$ cat src/rtl/sequence_generator_moore.sv
// Serial pattern transmitter: sends a captured pattern MSB-first, repeated back-to-back, flagging each repetition start.
// Outputs are decoded only from the state and internal registers, so no input reaches an output combinationally.
module sequence_generator_moore #(
  parameter int MAX_LEN = 16,
  parameter int LEN_W   = $clog2(MAX_LEN + 1),
  parameter int CNT_W   = 8
) (
  input  logic               clk,
  input  logic               reset,
  input  logic               start,
  input  logic [MAX_LEN-1:0] pattern,
  input  logic [LEN_W-1:0]   length,
  input  logic [CNT_W-1:0]   repeat_cnt,
  input  logic               abort,
  output logic               out,
  output logic               valid,
  output logic               frame,
  output logic               busy,
  output logic               done
);

  typedef enum logic [1:0] {
    ST_IDLE  = 2'd0,
    ST_SHIFT = 2'd1,
    ST_DONE  = 2'd2
  } state_t;

  state_t             state_q, state_d;
  logic [MAX_LEN-1:0] shift_q, shift_d;
  logic [MAX_LEN-1:0] shadow_q, shadow_d;
  logic [LEN_W-1:0]   len_q, len_d;
  logic [LEN_W-1:0]   bit_cnt_q, bit_cnt_d;
  logic [CNT_W-1:0]   rep_cnt_q, rep_cnt_d;

  logic               start_ok;
  logic [LEN_W-1:0]   align_amt;
  logic [MAX_LEN-1:0] pattern_aligned;

  // Left-align the active field so the next bit to send is always shift_q[MSB].
  assign align_amt       = LEN_W'(MAX_LEN) - length;
  assign pattern_aligned = pattern << align_amt;
  assign start_ok        = start && (length >= LEN_W'(1)) &&
                           (length <= LEN_W'(MAX_LEN)) && (repeat_cnt != '0);

  always_comb begin
    state_d   = state_q;
    shift_d   = shift_q;
    shadow_d  = shadow_q;
    len_d     = len_q;
    bit_cnt_d = bit_cnt_q;
    rep_cnt_d = rep_cnt_q;

    case (state_q)
      ST_IDLE: begin
        if (start_ok) begin
          state_d   = ST_SHIFT;
          shift_d   = pattern_aligned;
          shadow_d  = pattern_aligned;
          len_d     = length;
          bit_cnt_d = length;
          rep_cnt_d = repeat_cnt;
        end
      end
      ST_SHIFT: begin
        if (abort) begin
          state_d   = ST_IDLE;
          shift_d   = '0;
          bit_cnt_d = '0;
          rep_cnt_d = '0;
        end else if (bit_cnt_q > LEN_W'(1)) begin
          shift_d   = shift_q << 1;
          bit_cnt_d = bit_cnt_q - LEN_W'(1);
        end else if (rep_cnt_q > CNT_W'(1)) begin
          shift_d   = shadow_q;
          bit_cnt_d = len_q;
          rep_cnt_d = rep_cnt_q - CNT_W'(1);
        end else begin
          state_d   = ST_DONE;
          shift_d   = '0;
          bit_cnt_d = '0;
          rep_cnt_d = '0;
        end
      end
      ST_DONE: begin
        state_d = ST_IDLE;
      end
      default: begin
        state_d = ST_IDLE;
      end
    endcase
  end

  always_ff @(posedge clk) begin
    if (reset) begin
      state_q   <= ST_IDLE;
      shift_q   <= '0;
      shadow_q  <= '0;
      len_q     <= '0;
      bit_cnt_q <= '0;
      rep_cnt_q <= '0;
    end else begin
      state_q   <= state_d;
      shift_q   <= shift_d;
      shadow_q  <= shadow_d;
      len_q     <= len_d;
      bit_cnt_q <= bit_cnt_d;
      rep_cnt_q <= rep_cnt_d;
    end
  end

  assign busy  = (state_q == ST_SHIFT);
  assign valid = busy;
  assign out   = busy && shift_q[MAX_LEN-1];
  assign frame = busy && (bit_cnt_q == len_q);
  assign done  = (state_q == ST_DONE);

endmodule

$ cat config.mk
export PLATFORM = sky130hd
export DESIGN_NAME = sequence_generator_moore
export DESIGN_NICKNAME = d
export VERILOG_FILES = /design/src/rtl/sequence_generator_moore.sv
export SDC_FILE = /design/constraint.sdc
export NUM_CORES = 1
export LEC_CHECK = 0
export ABC_CLOCK_PERIOD_IN_PS = 3080
export BUFFER_PORTS_ARGS = -buffer_cell sky130_fd_sc_hd__buf_2
export CORE_MARGIN = 3
export CORE_UTILIZATION = 45
export CTS_CLUSTER_SIZE = 20
export DETAILED_ROUTE_END_ITERATION = 6
export GPL_ROUTABILITY_DRIVEN = 0
export GPL_TIMING_DRIVEN = 0
export PLACE_DENSITY = 0.75
export RECOVER_POWER = 50
export SETUP_SLACK_MARGIN = 0.05
export SYNTH_ARGS = -nofsm -noshare
export SYNTH_HDL_FRONTEND = slang
export SYNTH_SLANG_ARGS = --single-unit
$ cat constraint.sdc
create_clock -name clk -period 3.08 [get_ports clk]
set_clock_uncertainty 0.15 [all_clocks]
set_input_delay 0 -clock clk [delete_from_list [all_inputs] [get_ports clk]]
set_output_delay 0 -clock clk [all_outputs]
set_load 0.01 [all_outputs]
==> impl_metrics.toml, run 1 <==
[global_route]
grt_max_degree = 19
antenna_found_initial = 0
grt_pass1_vias = 3455
grt_util_all_layers_pct = 23.2
grt_pass1_wl_mm = 16.9
grt.overflow.total = 0

[sta]
hold_violations = 0
setup_viol = 0
rsz0062_at_grt = "no"
fmax_mhz = 361
finalSetupTns_ps = 0
drv_slew = 0
maxSlewHeadroom_pct = 45.5
worst_slew_pin_slew_ps = 798
layout_worst_path_cycle_share_pct = 90.0
setup_ws_ps = 307
period_needed_ps = 2770

[cts]
cts_sinks = 52
clk_latency_ps = 320
cts_tree = "yes"
clkTransAtPathRegs_ps = 110
cts_setup_buffers = 0
cts.htree.levels = 2
cts_buffer_depth = 2
cts_buffers = 5
root_buffer = "clkbuf_8"

[yosys]
synth-main-ff-cell = "dfxtp_1"
async_reset_ff_share_pct = 0
synth_edf_count = 0
synth_cell_types = 72
synth_compound_area_share_pct = 26.7
netlist_area_mm2 = 0.00361
ys_ff_latch = 52
synth_mux_area_share_pct = 13.8
synth_xor_area_share_pct = 2.91
postSynthAreaPerCell_um2 = 8.46
synth_top_family_by_area = "compound AO/OA/AOI/OAI gates"
synth-warning-count = 0
synth_fa_ha_area_share_pct = 2.43
syn_inst = 427
synthSimpleGateAreaFrac_pct = 19.2
synth_fp_nets = 467
synth_seq_area_share_pct = 28.8

[final_layout]
synthToLayoutAreaGrowth_pct = 14.9
final_common_cell = "dfxtp_1"
antenna_cells = 0
layout-drive-gt1-share_pct = 18.8
num-nets-final = 522
fin_cells = 585
layout_common_cells = "dfxtp_1, buf_2, nand2_1, a21oi_1, o21ai_0"

[pwr]
ir_worst_vdd_v = 0.000183
clkPwrFrac_pct = 23.2
cellInternalPower_w = 0.00114
p_switching_w = 0.000664
p_seq_share_pct = 41.9
switching_share_pct = 36.7
powerDensity_mw_per_mm2 = 436
combPwrFrac_pct = 34.8
power.leakage_nw = 1.58

[placed_design]
port_buffers = 34
dp_hpwl_mm = 7.69
pre_cts_ws_ps = 77.3
dp.cells = 563

[detailed_routing]
drc = 0
first_pass_iters = 6
drtIter0Drc = 301
via_per_inst = 6.26
vias = 3661
drt-total-wl_mm = 10.4
wl_per_cell_um = 17.7
ant_nets = 0

[floorplanning]
fp.coreArea_mm2 = 0.00777
die_h_um = 95.6
die_x_um = 95.6
ioPinCount = 38
initial_core_util_pct = 46.5
die-area_mm2 = 0.00914
fp-row-count = 32

[run_status]
outcome = "complete, no violations"

[worst_setup_path]
crit_path_cell_trace = "dlygate4sd3_1 -> buf_2 -> inv_1 -> ha_1 -> nor3b_1 -> ha_1 -> nor2b_1 -> mux2_1 -> nor2_2 -> buf_2 -> nand4_1 -> o21ai_0"
worst_ep_arrival_time_ps = 2870
cp.buffers_inverters = 4
cp_slowest_cell = "dlygate4sd3_1"
cp_top_family = "buffers and inverters"
cp_max_fo = 10
slowest_delay_ps = 540
cp.required_ps = 3170
start_kind = "input port"
criticalPathCategory = "input port to register"
cp-end-kind = "register"

[min_path]
hold_path.class = "input port to register"

[job]
maxCapViolCount = 0
-- repair_timing --
| action | 4_1_cts | 5_1_grt |
|---|---|---|
| resized for setup | 0 | 2 |
| setup endpoints to repair | 0 | 15 |
| hold buffers | 14 | 0 |
| endpoints found under the hold margin | 18 | 0 |
-- final timing paths --
| kind | from | endpoint | slack (ps) | cells after the start |
|---|---|---|---|---|
| max | length[1] | shadow_q[15] | 310 | 12 |
| min | reset | shift_q[5] | 80 | 2 |
| max reg2reg | state_q[0] | shift_q[13] | 620 | 6 |
| min reg2reg | shadow_q[11] | shadow_q[11] | 310 | 2 |
-- area by class of cell --
class / instances / area [um2]
Inverter: 17 / 63.8
Buffer: 30 / 156
Clock inverter: 3 / 26.3
Multi-Input combinational cell: 328 / 2360
Fill cell: 765 / 3620
Timing Repair Buffer: 48 / 305
Sequential cell: 52 / 1040
Clock buffer: 5 / 68.8
Tap cell: 102 / 128
-- layer usage --
layer | wire length [um] | GRT usage [%] | vias to the layer above
li1 | - | - | 1720
met1 | 4390 | 31.2 | 1715
met2 | 4960 | 38.3 | 196
met3 | 801 | 2.84 | 30
met4 | 231 | 7.94 | 0
met5 | 0 | 0 | -
-- sequential cells by signal, indices dropped and copies added (netlist names) --
name / flops
bit_cnt_q: 5
len_q: 5
rep_cnt_q: 8
shadow_q: 16
shift_q: 16
state_q: 2
-- cell usage after synthesis (4+ instances only) --
cell type | instances | area (um2)
a211oi_1 | 6 | 45.0
a21oi_1 | 30 | 150
a22oi_1 | 8 | 60.1
a311oi_1 | 5 | 43.8
a31oi_1 | 11 | 68.8
a32oi_1 | 4 | 35.0
and3_1 | 7 | 43.8
buf_2 | 10 | 50.1
buf_4 | 4 | 30.0
clkbuf_1 | 12 | 45.0
dfxtp_1 | 52 | 1040
ha_1 | 7 | 87.6
inv_1 | 17 | 63.8
mux2i_1 | 17 | 170
mux4_2 | 13 | 293
nand2_1 | 39 | 146
nand3_1 | 10 | 50.1
nor2_1 | 25 | 93.8
nor3_1 | 20 | 100
nor3b_1 | 4 | 30.0
nor4_1 | 4 | 25.0
o21ai_0 | 28 | 140
o21ai_1 | 8 | 40.0
o31ai_1 | 8 | 60.1
xnor2_1 | 8 | 70.1
xor2_1 | 4 | 35.0
-- worst reg2reg max path, cell delays in order (launching register included) --
cell and delay [ps]:
dfxtp_1 320, buf_2 200, nor3b_2 670, o31ai_4 250, nor2_2 410, a211oi_1 150, a211oi_1 240
-- stage by stage --
step | total power [W] | hold slack [ps] | area, um2 | util [%]
floorplan | 0.00121 | -14.0 | 3610 | -
global placement | 0.00136 | 146 | 3910 | 50.3
detailed placement | 0.00137 | 147 | 3910 | 50.3
CTS | 0.00179 | 74.5 | 4140 | 53.4
global route | 0.00189 | 108 | 4150 | 53.4
finish | 0.00181 | 82.0 | 4150 | 53.4
-- logic make-up (layout without fill, tap and decap cells) --
kind of cell / Yosys count / in the layout
AO/OA/AOI/OAI: 141 / 141
XOR/XNOR: 12 / 12
adder cells (fa/ha/maj): 7 / 7
buffers and inverters: 47 / 103
flip-flops: 52 / 52
multiplexers: 33 / 33
AND/OR/NAND/NOR: 135 / 135
-- power by group through the flow --
stage	logic, W	clock network [W]	registers, W
final	0.000629	0.000420	0.000758
after global routing	0.000688	0.000442	0.000763
after CTS	0.000615	0.000415	0.000756
after detailed placement	0.000598	0	0.000772
after global placement	0.000587	0	0.000770
after floorplan	0.000448	0	0.000761
(Power assumes the default switching activity.)
==> run 2, diff against run 1 <==
--- a/config.mk
+++ b/config.mk
@@ -5,7 +5,7 @@
 export SDC_FILE = /design/constraint.sdc
 export NUM_CORES = 1
 export LEC_CHECK = 0
-export ABC_CLOCK_PERIOD_IN_PS = 3080
+export ABC_CLOCK_PERIOD_IN_PS = 3500
 export BUFFER_PORTS_ARGS = -buffer_cell sky130_fd_sc_hd__buf_2
 export CORE_MARGIN = 3
 export CORE_UTILIZATION = 45
==> constraint.sdc (replaced) <==
create_clock -name clk -period 3.5 [get_ports clk]
set_clock_uncertainty 0.15 [all_clocks]
set_input_delay 0.875 -clock clk [delete_from_list [all_inputs] [get_ports clk]]
set_output_delay 0.875 -clock clk [all_outputs]
set_load 0.01 [all_outputs]
==> run 2 against run 1 <==
Effect of this change:
- die area stayed put
- worst setup slack worse by 100 ps
- count of clock-buffer cells in the layout stayed put
- global-route usage is 0.59 points lower
- sequential cell count stayed put
- combinational power is 14% lower
- sequential share of layout area is 0.77 points higher
- critical endpoint is now shift_q[6]
- highest routed layer unchanged
==> impl_metrics.toml, run 2 (synthesis gave the netlist of run 1 again) <==
[run_status]
outcome = "complete, no violations"

[detailed_routing]
ant_nets = 0
drtIter0Drc = 297
drt-total-wl_mm = 10.2
drc = 0
first_pass_iters = 5
via_per_inst = 6.24
vias = 3565
wl_per_cell_um = 17.8

[final_layout]
antenna_cells = 0
layout-drive-gt1-share_pct = 19.4
top_regs = "shadow_q: 16 flops, shift_q: 16 flops, rep_cnt_q: 8 flops"
final_common_cell = "dfxtp_1"
fin_cells = 571
seq_area_mm2 = 0.00104
multiInputGateArea_mm2 = 0.00237
nFillCells = 777
num-nets-final = 508
stdcell_area_mm2 = 0.00403
layout_common_cells = "dfxtp_1, nand2_1, buf_2, a21oi_1, o21ai_0"
synthToLayoutAreaGrowth_pct = 11.5

[worst_setup_path]
crit_start = "length[0]"
r2r_start = "state_q[0]"
r2r_cells = 6
cp.required_ps = 3600
rr_endpoint = "shift_q[13]"
cp-end-kind = "register"
start_kind = "input port"
criticalPathCategory = "input port to register"
cp_max_fo = 10
crit_end = "shift_q[6]"
worst_ep_arrival_time_ps = 3400
rrSetupSlack_ps = 1080

[placed_design]
pre_cts_ws_ps = -378
port_buffers = 34
place_area_mm2 = 0.00391
dp.cells = 563
dp_hpwl_mm = 7.69

[cts]
cts_buffers = 5
cts_sinks = 52
root_buffer = "clkbuf_8"
cts_buffer_depth = 2
clkTransAtPathRegs_ps = 110
clk_latency_ps = 320
cts_tree = "yes"
holdBufCountCts = 0
cts.htree.levels = 2

[sta]
layout_worst_path_cycle_share_pct = 94.1
setup_viol = 0
hold_violations = 0
drv_slew = 0
maxSlewHeadroom_pct = 47.0
period_needed_ps = 3300
rsz0062_at_grt = "no"
fmax_mhz = 303
setup_ws_ps = 205
worst_slew_pin_slew_ps = 775

[floorplanning]
fp.coreArea_mm2 = 0.00777
fp-row-count = 32
ioPinCount = 38
die_h_um = 95.6
die_x_um = 95.6
initial_core_util_pct = 46.5
die-area_mm2 = 0.00914

[pwr]
ir_worst_vdd_v = 0.000163
powerDensity_mw_per_mm2 = 392
power.leakage_nw = 1.52
power_w = 0.00158

[global_route]
grt_util_all_layers_pct = 22.6
grt_pass1_vias = 3374
antenna_found_initial = 0
grt_max_degree = 19
grt.overflow.total = 0
grt_pass1_wl_mm = 16.5

[job]
maxCapViolCount = 0

[min_path]
hold_path.class = "register to register"
==> run 2: worst min path at each step <==
stage	endpoint	slack [ps]	from	depth (start not counted)
2_1_floorplan	shadow_q[2]	280	shadow_q[2]	2
3_3_place_gp	shadow_q[3]	290	shadow_q[3]	2
4_1_cts	shadow_q[11]	310	shadow_q[11]	2
5_1_grt	shadow_q[11]	340	shadow_q[11]	2
3_5_place_dp	shadow_q[11]	300	shadow_q[11]	2
6_report	shadow_q[11]	310	shadow_q[11]	2
==> run 2: timing repair <==
| item | CTS | global route |
|---|---|---|
| buffers inserted | 0 | 0 |
| endpoints found under the setup margin | 9 | 25 |
| gates resized for setup | 1 | 6 |
==> run 2: power breakdown <==
| group | internal, W | switching, W |
|---|---|---|
| clock network | 0.000146 | 0.000223 |
| registers | 0.000633 | 0.0000345 |
| logic | 0.000218 | 0.000322 |
| total | 0.000997 | 0.000580 |
==> run 2: cell type report <==
type | instances | area share, %
multi-input combinational | 328 | 59.0
tap | 102 | 3.17
inverter | 17 | 1.59
timing repair buffer | 34 | 4.10
clock buffer | 5 | 1.71
clock inverter | 3 | 0.653
buffer | 30 | 3.95
sequential | 52 | 25.9
==> run 2: critical path, cell delays in order <==
cell and delay, ps:
clkbuf_2 210, buf_6 190, inv_1 120, ha_1 400, buf_2 290, mux4_2 290
nor2_1 50, a2111oi_0 700, nor2_1 100, nor3_1 180
==> run 2: layer usage <==
layer | vias up | track usage [%] | part of all wire [%]
li1 | 1691 | - | -
met1 | 1688 | 30.5 | 43
met2 | 166 | 37.4 | 48
met3 | 20 | 2.68 | 7.6
met4 | 0 | 7.58 | 1.7
met5 | - | 0 | 0
==> run 2: through the flow <==
step / utilization, % / hold slack [ps] / setup TNS, ps
6_report: 51.8 / 311 / 0
5_1_grt: 51.8 / 339 / 0
4_1_cts: 51.6 / 312 / 0
3_5_place_dp: 50.3 / 297 / -7810
3_3_place_gp: 50.3 / 291 / -6970
2_1_floorplan: - / 282 / 0
